**config.mk**
```make
export PLATFORM = sky130hd
export DESIGN_NAME = if_id_queue
export DESIGN_NICKNAME = d
export VERILOG_FILES = /design/src/rtl/if_id_queue.sv
export SDC_FILE = /design/constraint.sdc
export NUM_CORES = 1
export LEC_CHECK = 0
export CELL_PAD_IN_SITES_DETAIL_PLACEMENT = 2
export CELL_PAD_IN_SITES_GLOBAL_PLACEMENT = 2
export CORE_MARGIN = 5
export CORE_UTILIZATION = 36
export DETAILED_ROUTE_END_ITERATION = 8
export GPL_TIMING_DRIVEN = 0
export HOLD_SLACK_MARGIN = 0.06
export PLACE_DENSITY_LB_ADDON = 0.1
export SYNTH_ARGS = -nofsm -noshare
export SYNTH_HDL_FRONTEND = slang
export SYNTH_SLANG_ARGS = --single-unit
```
**constraint.sdc**
```tcl
create_clock -name clk -period 33.2 [get_ports clk]
set_input_delay 6.64 -clock clk [delete_from_list [all_inputs] [get_ports clk]]
set_output_delay 6.64 -clock clk [all_outputs]
set_load 0.005 [all_outputs]
```
**src/rtl/if_id_queue.sv**
```systemverilog
// Fetch-to-decode decoupling queue: in-order circular buffer of
// {instr, pc} entries, emptied on an EX-stage redirect.
module if_id_queue #(
    parameter int          DEPTH     = 2,
    parameter logic [31:0] NOP_INSTR = 32'h0000_0013
) (
    input  logic                     clk,
    input  logic                     rst,
    input  logic                     i_if_valid,
    input  logic [31:0]              i_if_instr,
    input  logic [63:0]              i_if_pc,
    output logic                     o_if_ready,
    input  logic                     i_id_stall,
    input  logic                     i_ex_flush,
    output logic                     o_id_valid,
    output logic [31:0]              o_id_instr,
    output logic [63:0]              o_id_pc,
    output logic [$clog2(DEPTH):0]   o_count
);

    localparam int PW = $clog2(DEPTH);
    localparam int CW = PW + 1;

    logic [31:0]   instr_q [DEPTH];
    logic [63:0]   pc_q    [DEPTH];
    logic [PW-1:0] wptr_q, wptr_d;
    logic [PW-1:0] rptr_q, rptr_d;
    logic [CW-1:0] count_q, count_d;
    logic          push;
    logic          pop;

    // Ready looks only at registered occupancy, so a full queue
    // refuses a push even when decode drains an entry this cycle.
    assign o_if_ready = (count_q < CW'(DEPTH));
    assign o_id_valid = (count_q != '0);
    assign push       = i_if_valid && o_if_ready && !i_ex_flush;
    assign pop        = o_id_valid && !i_id_stall && !i_ex_flush;

    always_comb begin
        wptr_d  = wptr_q;
        rptr_d  = rptr_q;
        count_d = count_q;
        if (i_ex_flush) begin
            wptr_d  = '0;
            rptr_d  = '0;
            count_d = '0;
        end else begin
            if (push) wptr_d = wptr_q + PW'(1);
            if (pop)  rptr_d = rptr_q + PW'(1);
            unique case ({push, pop})
                2'b10:   count_d = count_q + CW'(1);
                2'b01:   count_d = count_q - CW'(1);
                default: count_d = count_q;
            endcase
        end
    end

    always_ff @(posedge clk) begin
        if (rst) begin
            wptr_q  <= '0;
            rptr_q  <= '0;
            count_q <= '0;
        end else begin
            wptr_q  <= wptr_d;
            rptr_q  <= rptr_d;
            count_q <= count_d;
        end
    end

    always_ff @(posedge clk) begin
        if (push && !rst) begin
            instr_q[wptr_q] <= i_if_instr;
            pc_q[wptr_q]    <= i_if_pc;
        end
    end

    assign o_id_instr = o_id_valid ? instr_q[rptr_q] : NOP_INSTR;
    assign o_id_pc    = o_id_valid ? pc_q[rptr_q]    : 64'h0;
    assign o_count    = count_q;

    a_no_push_full: assert property (@(posedge clk) disable iff (rst)
        !(push && count_q == CW'(DEPTH)));

    a_no_pop_empty: assert property (@(posedge clk) disable iff (rst)
        !(pop && count_q == '0));

    // Full and empty both alias to equal pointers.
    a_ptr_count: assert property (@(posedge clk) disable iff (rst)
        (count_q[PW-1:0] == PW'(wptr_q - rptr_q)) &&
        ((count_q == '0 || count_q == CW'(DEPTH)) == (wptr_q == rptr_q)));

endmodule

```
Word level (Yosys, flattened, before mapping)
Memory sizes are Yosys's and may differ from the RTL's. A register that Yosys moved wholly into a read port is not among the register bits.
Cells that the tools add are included.
{ "totals": {"regBits": 4, "mem_bits_rw": 192, "mem_count": 2} }
{ "op_classes": {"add_sub_neg": 4, "order_cmp": 1, "n_eq_ne": 2, "mux": 9, "reduce_logical": 11} }
{ "mem_list": {"columns": ["memory", "depth", "word_bits", "read_ports", "rd_ports_with_merged_regs", "write_ports", "line_no", "source"], "rows": [
  ["pc_q", 2, 64, 1, 1, 1, "25", "logic [63:0] pc_q [DEPTH];"],
  ["instr_q", 2, 32, 1, 1, 1, "24", "logic [31:0] instr_q [DEPTH];"]
]} }
{ "op_table": {"columns": ["op", "count"], "rows": [
  ["two-way mux 64 bit", 1],
  ["two-way mux 32 bit", 1],
  ["two-way mux 1 bit", 6],
  ["logical AND 1 bit", 5],
  ["case mux 2 bit (2 select lines)", 1],
  ["nonzero test 2 bit", 2],
  ["logical NOT 1 bit", 3],
  ["adder 1 bit, second input constant", 2],
  ["adder 2 x 1 -> 2 bit, second input constant", 1],
  ["== test 2 x 1 -> 1 bit, second input constant", 1],
  ["== test 2 bit, second input constant", 1],
  ["less-than comparator 2 bit, second input constant", 1],
  ["OR reduction 2 bit", 1],
  ["subtractor 2 x 1 -> 2 bit, second input constant", 1]
]} }

Depth between registers and ports, before layout
Gate-level depths: netlist of the first run.
{ "logic_depth": {"depth_word": 6, "ltp_mapped": 7, "mapped_depth_nobuf": 6} }

Worst setup path after synthesis of the first run
Ideal clock, no wire load.
{ "synth_timing": {"path_type": "input -> register", "from": "input port i_ex_flush", "to": "memory instr_q[1][0] (enable)", "setup_time_ns": 0.820, "arrival_time_ns": 16.605, "required_time_ns": 32.380, "slack_ns": 15.776, "cell_stages": 2, "n_path_buf": 0, "cell_sequence": "nand2b_1 nor4b_1"} }
{ "synth_between": {"elab_chain_len": 5} }
{ "synth_lines": {"columns": ["item", "line_no", "source"], "rows": [
  ["start: declaration", "14", "input logic i_ex_flush,"],
  ["logical NOT 1 bit", "36", "assign push = i_if_valid && o_if_ready && !i_ex_flush;"],
  ["logical AND 1 bit", "36", null],
  ["logical AND 1 bit", "71", "if (push && !rst) begin"],
  ["two-way mux 1 bit", "71", null],
  ["two-way mux 1 bit (implied by the code)", "72", "instr_q[wptr_q] <= i_if_instr;"],
  ["end: declaration", "24", null]
]} }
Every way passes these cells.

Final worst setup path of the first run
{ "layout_timing": {"from": "register count_q[1] (netlist: o_count[1])", "to": "output port o_id_pc[5]"} }
{ "layout_between": {"elab_chain_len": 2} }
{ "layout_lines": {"columns": ["item", "line_no", "source"], "rows": [
  ["start: declaration", "28", "logic [CW-1:0] count_q, count_d;"],
  ["start signal: assignment", "66", "count_q <= count_d;"],
  ["nonzero test 2 bit", "35", "assign o_id_valid = (count_q != '0);"],
  ["two-way mux 64 bit", "78", "assign o_id_pc = o_id_valid ? pc_q[rptr_q] : 64'h0;"],
  ["end: declaration", "17", "output logic [63:0] o_id_pc,"]
]} }
Every way passes these cells.

==> flow_metrics.tcl, run 1 <==
set metrics [dict create \
    synth_area_per_cell_um2 17.3 \
    hold_class "flop to flop" \
    syn-num-nets 535 \
    relSlewSlack_pct 43.6 \
    fin_setup_tns_ns 0 \
    cts_tree "built" \
    antenna_found_initial 1 \
    path_cells "nor2_2 > buf_4 > buf_2 > nor2_1 > clkdlybuf4s50_1" \
    first_pass_iters 4 \
    hold_viol_final 0 \
    place_congestion 0.748 \
    ys_warn_count 0 \
    vias_per_cell 4.68 \
    synth_cell_types 21 \
    outcome "complete, no violations" \
    final_antenna_net_count 0 \
    ys_seq_area_share_pct 78.4 \
    rrSetupSlack_ns 30.78 \
    power_mw 0.507 \
    grt_max_degree 19 \
    syn_inst 433 \
    grt-ovfl-total 0 \
    finalMaxSlewViolations 0 \
    cts_hold_buffers 0 \
    cts_buffers 17 \
    hpwl_um 14700 \
    grt_setup_unrepaired "false" \
    cp-end-kind "primary output" \
    start_util_pct 36.8 \
    fp.dieW_um 154 \
    clkSlewWorstSetupHoldPaths_ns 0.07 \
    port-buffer-count 200 \
    syn_area_um2 7490 \
    root_buffer "clkbuf_16" \
    worstPathMaxFanout 10 \
    synth_top_area_share_pct 77.0 \
    vias 4518 \
    tightest_slew_ns 0.839 \
    grt_pass1_wl_um 30300 \
    clock_latency_ns 0.43 \
    maxCapViolations 0 \
    finalCriticalPeriod_ns 8.95 \
    wire_per_inst_um 20.3 \
    synth-seq-cells 197 \
    arrival_ns 2.31 \
    core_um2 20400 \
    synth.area.top_cells "edfxtp_1 77%, mux2i_1 13%, nor2_1 4.7%" \
    cts_setup_buffers 0 \
    die_h_um 154 \
    worstPathRequired_ns 26.56 \
    drtIter0Drc 195 \
    pin_count 201 \
    design_area_um2 10600 \
    cts_resized 0 \
    crit_type "flop to primary output" \
    clock.fmax_mhz 112 \
    cpMaxStageDelayCell "clkdlybuf4s50_1" \
    fin_crit_sh_pct 27.0 \
    p_leak_nw 3.40 \
    power.density_nw_per_um2 47.7 \
    fp-row-count 52 \
    hold_ws_ns 0.536 \
    syn_to_final_growth_pct 41.9 \
    nets 783 \
    setup_viol 0 \
    grt_pass1_vias 5255 \
    wl_um 19600 \
    worst_slack_ns 24.25 \
    cpPeakStageDelay_ns 0.51 \
    synth-async-reset-ratio_pct 0 \
    dp_slack_ns 23.84 \
    layout-drive-gt1-share_pct 12.1 \
    synth_top_area_cell "edfxtp_1" \
    fp.dieArea_um2 23800 \
    critPathLaunchType "flop" \
    drc 0 \
    synth_flop_cell "edfxtp_1" \
    htreeDepth 4 \
    cts_buffer_depth 2 \
    cts_sinks 197 \
    clock-skew-final_ns 0.0112 \
    grt_use_total_pct 16.7 \
    placed_cell_area_um2 10100 \
    synth_edf_count 192 \
    vdd_drop_max_uv 34.6 \
]
## layout make-up
| cell class | count | area, um2 |
|---|---|---|
| Clock buffer | 17 | 425 |
| Sequential cell | 197 | 5870 |
| Antenna cell | 1 | 2.50 |
| Multi-Input combinational cell | 213 | 1480 |
| Buffer | 21 | 149 |
| Tap cell | 270 | 338 |
| Inverter | 2 | 7.51 |
| Clock inverter | 15 | 123 |
| Fill cell | 1885 | 9740 |
| Timing Repair Buffer | 229 | 2230 |
## final timing paths
| check | from | endpoint | cells past startpoint |
|---|---|---|---|
| worst min-delay path | rptr_q | rptr_q | 2 |
| worst max register to register | o_count[1] | pc_q[0][29] | 5 |
| worst min register to register | rptr_q | rptr_q | 2 |
| worst max-delay path | o_count[1] | o_id_pc[5] | 5 |
## stage by stage
step	std cells	utilization (%)
floorplan	433	-
global placement	903	48.2
detailed placement	932	49.5
CTS	964	52.1
global route	964	52.1
finish	965	52.2
## logic make-up after synthesis
family | after synthesis | synth area share (%)
adder cells (fa/ha/maj) | 1 | 0.167
flip-flops | 197 | 78.4
buffers and inverters | 23 | 2.09
AO/OA/AOI/OAI | 5 | 0.435
XOR/XNOR | 3 | 0.351
AND/OR/NAND/NOR | 108 | 5.77
multiplexers | 96 | 12.8
## flip-flops by register name, indices dropped and copies added, names as in the netlist, named ones only
name     cells
rptr_q       1
pc_q       128
instr_q     64
wptr_q       1
o_count      2
## cell usage in the layout, fill, tap and decap left out, types with 3 or more instances in the layout
cell	n
inv_8	3
clkinv_4	3
buf_2	11
a21boi_1	3
dfxtp_1	5
clkdlybuf4s50_1	200
nor2_1	94
nand2_1	3
nor3_1	3
inv_6	3
buf_6	9
clkbuf_16	17
clkinvlp_4	3
mux2i_1	96
edfxtp_1	192
buf_4	30
## layer usage
layer | up-vias | share of wire [%] | global-route usage, %
li1 | 2109 | - | -
met1 | 2269 | 41 | 20.1
met2 | 128 | 52 | 29.0
met3 | 10 | 6.6 | 5.78
met4 | 2 | 0.64 | 3.78
met5 | - | 0.066 | 0
## cells in the mapped netlist, types with 2 or more instances
library cell  count
edfxtp_1        192
mux2i_1          96
nor2_1           94
buf_2            11
buf_4             5
buf_6             5
dfxtp_1           5
a21boi_1          3
nand2_1           3
nor3_1            3
inv_1             2
nand2b_1          2
o21ai_0           2
or3_1             2
xnor2_1           2
## where the power goes
group	switching [mW]	internal (mW)
sequential	0.00130	0.278
clock	0.0948	0.0980
combinational	0.0144	0.0208
total	0.110	0.396
## critical path, delay by kind of cell (launching register included)
kind | cells | cell delay (ns)
DFF | 1 | 0.41
buffers and inverters | 3 | 1.04
and+or+nand+nor | 2 | 0.44
(Power assumes the default switching activity.)
==> run 2, diff against run 1 <==
--- a/config.mk
+++ b/config.mk
@@ -8,7 +8,7 @@
 export CELL_PAD_IN_SITES_DETAIL_PLACEMENT = 2
 export CELL_PAD_IN_SITES_GLOBAL_PLACEMENT = 2
 export CORE_MARGIN = 5
-export CORE_UTILIZATION = 36
+export CORE_UTILIZATION = 30
 export DETAILED_ROUTE_END_ITERATION = 8
 export GPL_TIMING_DRIVEN = 0
 export HOLD_SLACK_MARGIN = 0.06
==> constraint.sdc (replaced) <==
create_clock -name clk -period 7.3 [get_ports clk]
set_input_delay 1.46 -clock clk [delete_from_list [all_inputs] [get_ports clk]]
set_output_delay 1.46 -clock clk [all_outputs]
set_load 0.005 [all_outputs]
==> run 2 against run 1 <==
Worst setup slack got worse by 21 ns. Critical path depth is the same. Critical path type unchanged. Global-route usage decreased by 3.0 points. Via count fell by 2.0%. Final area is 0.84% higher. Largest cell class unchanged. Clock-buffer cell count is the same. Critical endpoint is now o_id_pc[0]. Sequential power grew to 4.6 times the previous value. Clock skew grew 0.0021 ns. Utilization shrank 8.4 points. First-iteration DRC count is 5.6% higher. Cell count is 4.2% higher. Combinational power increased to 4.6 times the previous value.
==> flow_metrics.tcl, run 2 (synthesized netlist as in run 1, its figures left out) <==
set metrics [dict create \
    outcome "complete, no violations" \
    htreeDepth 4 \
    cts_sinks 197 \
    pin_count 201 \
    worstPathRequired_ns 5.84 \
    hpwl_um 14200 \
    port-buffer-count 200 \
    critPathLaunchType "flop" \
    worstPathMaxFanout 10 \
    diodes 0 \
    fin_crit_sh_pct 51.5 \
    syn_to_final_growth_pct 43.1 \
    crit_start "o_count[1]" \
    clock_power_share_pct 38.0 \
    hold_viol_final 0 \
    design_area_um2 10700 \
    nets 772 \
    clock-skew-final_ns 0.0133 \
    maxCapViolations 0 \
    hold_depth 2 \
    drc 0 \
    antenna_found_initial 3 \
    relSlewSlack_pct 36.1 \
    grt_pass1_wl_um 29600 \
    timing.rr.start "o_count[1]" \
    rrSetupSlack_ns 5.11 \
    layout-drive-gt1-share_pct 10.4 \
    p_switching_mw 0.500 \
    fillers 2356 \
    root_buffer "clkbuf_16" \
    grt_use_total_pct 13.6 \
    wl_um 19000 \
    finalCriticalPeriod_ns 3.76 \
    place_congestion 0.689 \
    cts_setup_buffers 0 \
    grt-ovfl-total 0 \
    grt_pass1_vias 5126 \
    drtIter0Drc 206 \
    hp-start "rptr_q" \
    r2r_cells 4 \
    fp-row-count 57 \
    finalMaxSlewViolations 0 \
    placed_cell_area_um2 10200 \
    clock_latency_ns 0.42 \
    reg2reg_to "pc_q[1][51]" \
    final_common_cell "clkdlybuf4s50_1" \
    vias_per_cell 4.40 \
    fp.dieW_um 168 \
    cts_tree "built" \
    cts_buffers 17 \
    fp.dieArea_um2 28200 \
    layout_common_cells "200 x clkdlybuf4s50_1, 192 x edfxtp_1, 96 x mux2i_1" \
    fin_util_pct 43.8 \
    clkSlewWorstSetupHoldPaths_ns 0.07 \
    hold_class "flop to flop" \
    p_leak_nw 3.37 \
    vias 4429 \
    cts_buffer_depth 2 \
    largest_reg_flops 128 \
    regArea_um2 5870 \
    start_util_pct 30.6 \
    crit_type "flop to primary output" \
    regMostFlops "pc_q" \
    grt_max_degree 19 \
    die_h_um 168 \
    seq_power_share_pct 55.1 \
    intPower_mw 1.80 \
    clock.fmax_mhz 266 \
    setup_viol 0 \
    tightest_slew_ns 0.955 \
    cts_hold_buffers 0 \
    power.density_nw_per_um2 215 \
    p_comb_share_pct 7.0 \
    arrival_ns 2.30 \
    p_sw_share_pct 21.7 \
    multiInputGateArea_um2 1490 \
    final_antenna_net_count 0 \
    wire_per_inst_um 18.9 \
    core_um2 24500 \
    vdd_drop_max_uv 131 \
    first_pass_iters 4 \
    cts_resized 0 \
    cp-end-kind "primary output" \
    grt_setup_unrepaired "false" \
]
## run 2: changes by cell type in the layout (fill, tap and decap cells not counted), moves of 2 or more
cell / change
clkinv_4: +2
buf_6: +4
buf_8: +10
buf_4: -25
clkinv_2: -2
clkinvlp_4: -2
## run 2: worst max-delay path, stage by stage, from the launching register on
cell and delay [ns]:
dfxtp_1 0.43, nor2_2 0.33, buf_4 0.27, buf_2 0.27, nor2_1 0.10, clkdlybuf4s50_1 0.47
## run 2: per-layer routing
layer | vias up | track usage, % | wire length, um
li1 | 2084 | - | -
met1 | 2189 | 17.1 | 8180
met2 | 133 | 22.6 | 9320
met4 | 6 | 3.60 | 208
met3 | 17 | 4.67 | 1300
met5 | - | 0 | 34
## run 2: worst max-delay path by stage
stage	end	slack, ns	cells past startpoint
floorplan	instr_q[1][0]	2.06	2
global placement	pc_q[1][41]	-0.52	3
detailed placement	pc_q[1][37]	3.28	6
CTS	o_id_pc[0]	3.42	5
global route	o_id_instr[25]	3.34	5
finish	o_id_pc[0]	3.54	5
## run 2: through the flow
stage | TNS, ns | std cells | total power, mW | setup WS, ns | hold slack [ns]
global route | 0 | 1006 | 2.40 | 3.34 | 0.571
global placement | -92.19 | 957 | 1.45 | -0.525 | 0.488
finish | 0 | 1006 | 2.30 | 3.54 | 0.528
floorplan | 0 | 433 | 1.34 | 2.06 | 0.478
detailed placement | 0 | 975 | 1.46 | 3.28 | 0.517
CTS | 0 | 1006 | 2.35 | 3.42 | 0.530
## run 2: area by class of cell
type	instances	share of cell area, %
flip-flops and latches	197	54.8
repair buffers	218	20.9
multi-input cells	213	13.9
clock buffers	17	3.97
well taps	324	3.79
plain buffers	21	1.39
clock inverters	14	1.13
inverters	2	0.0701
## run 2: power by group through the flow
stage | combinational (mW) | sequential (mW) | clock (mW)
3_3_place_gp | 0.151 | 1.30 | 0
4_1_cts | 0.165 | 1.27 | 0.911
2_1_floorplan | 0.0444 | 1.30 | 0
6_report | 0.161 | 1.27 | 0.875
3_5_place_dp | 0.164 | 1.29 | 0
5_1_grt | 0.175 | 1.27 | 0.958
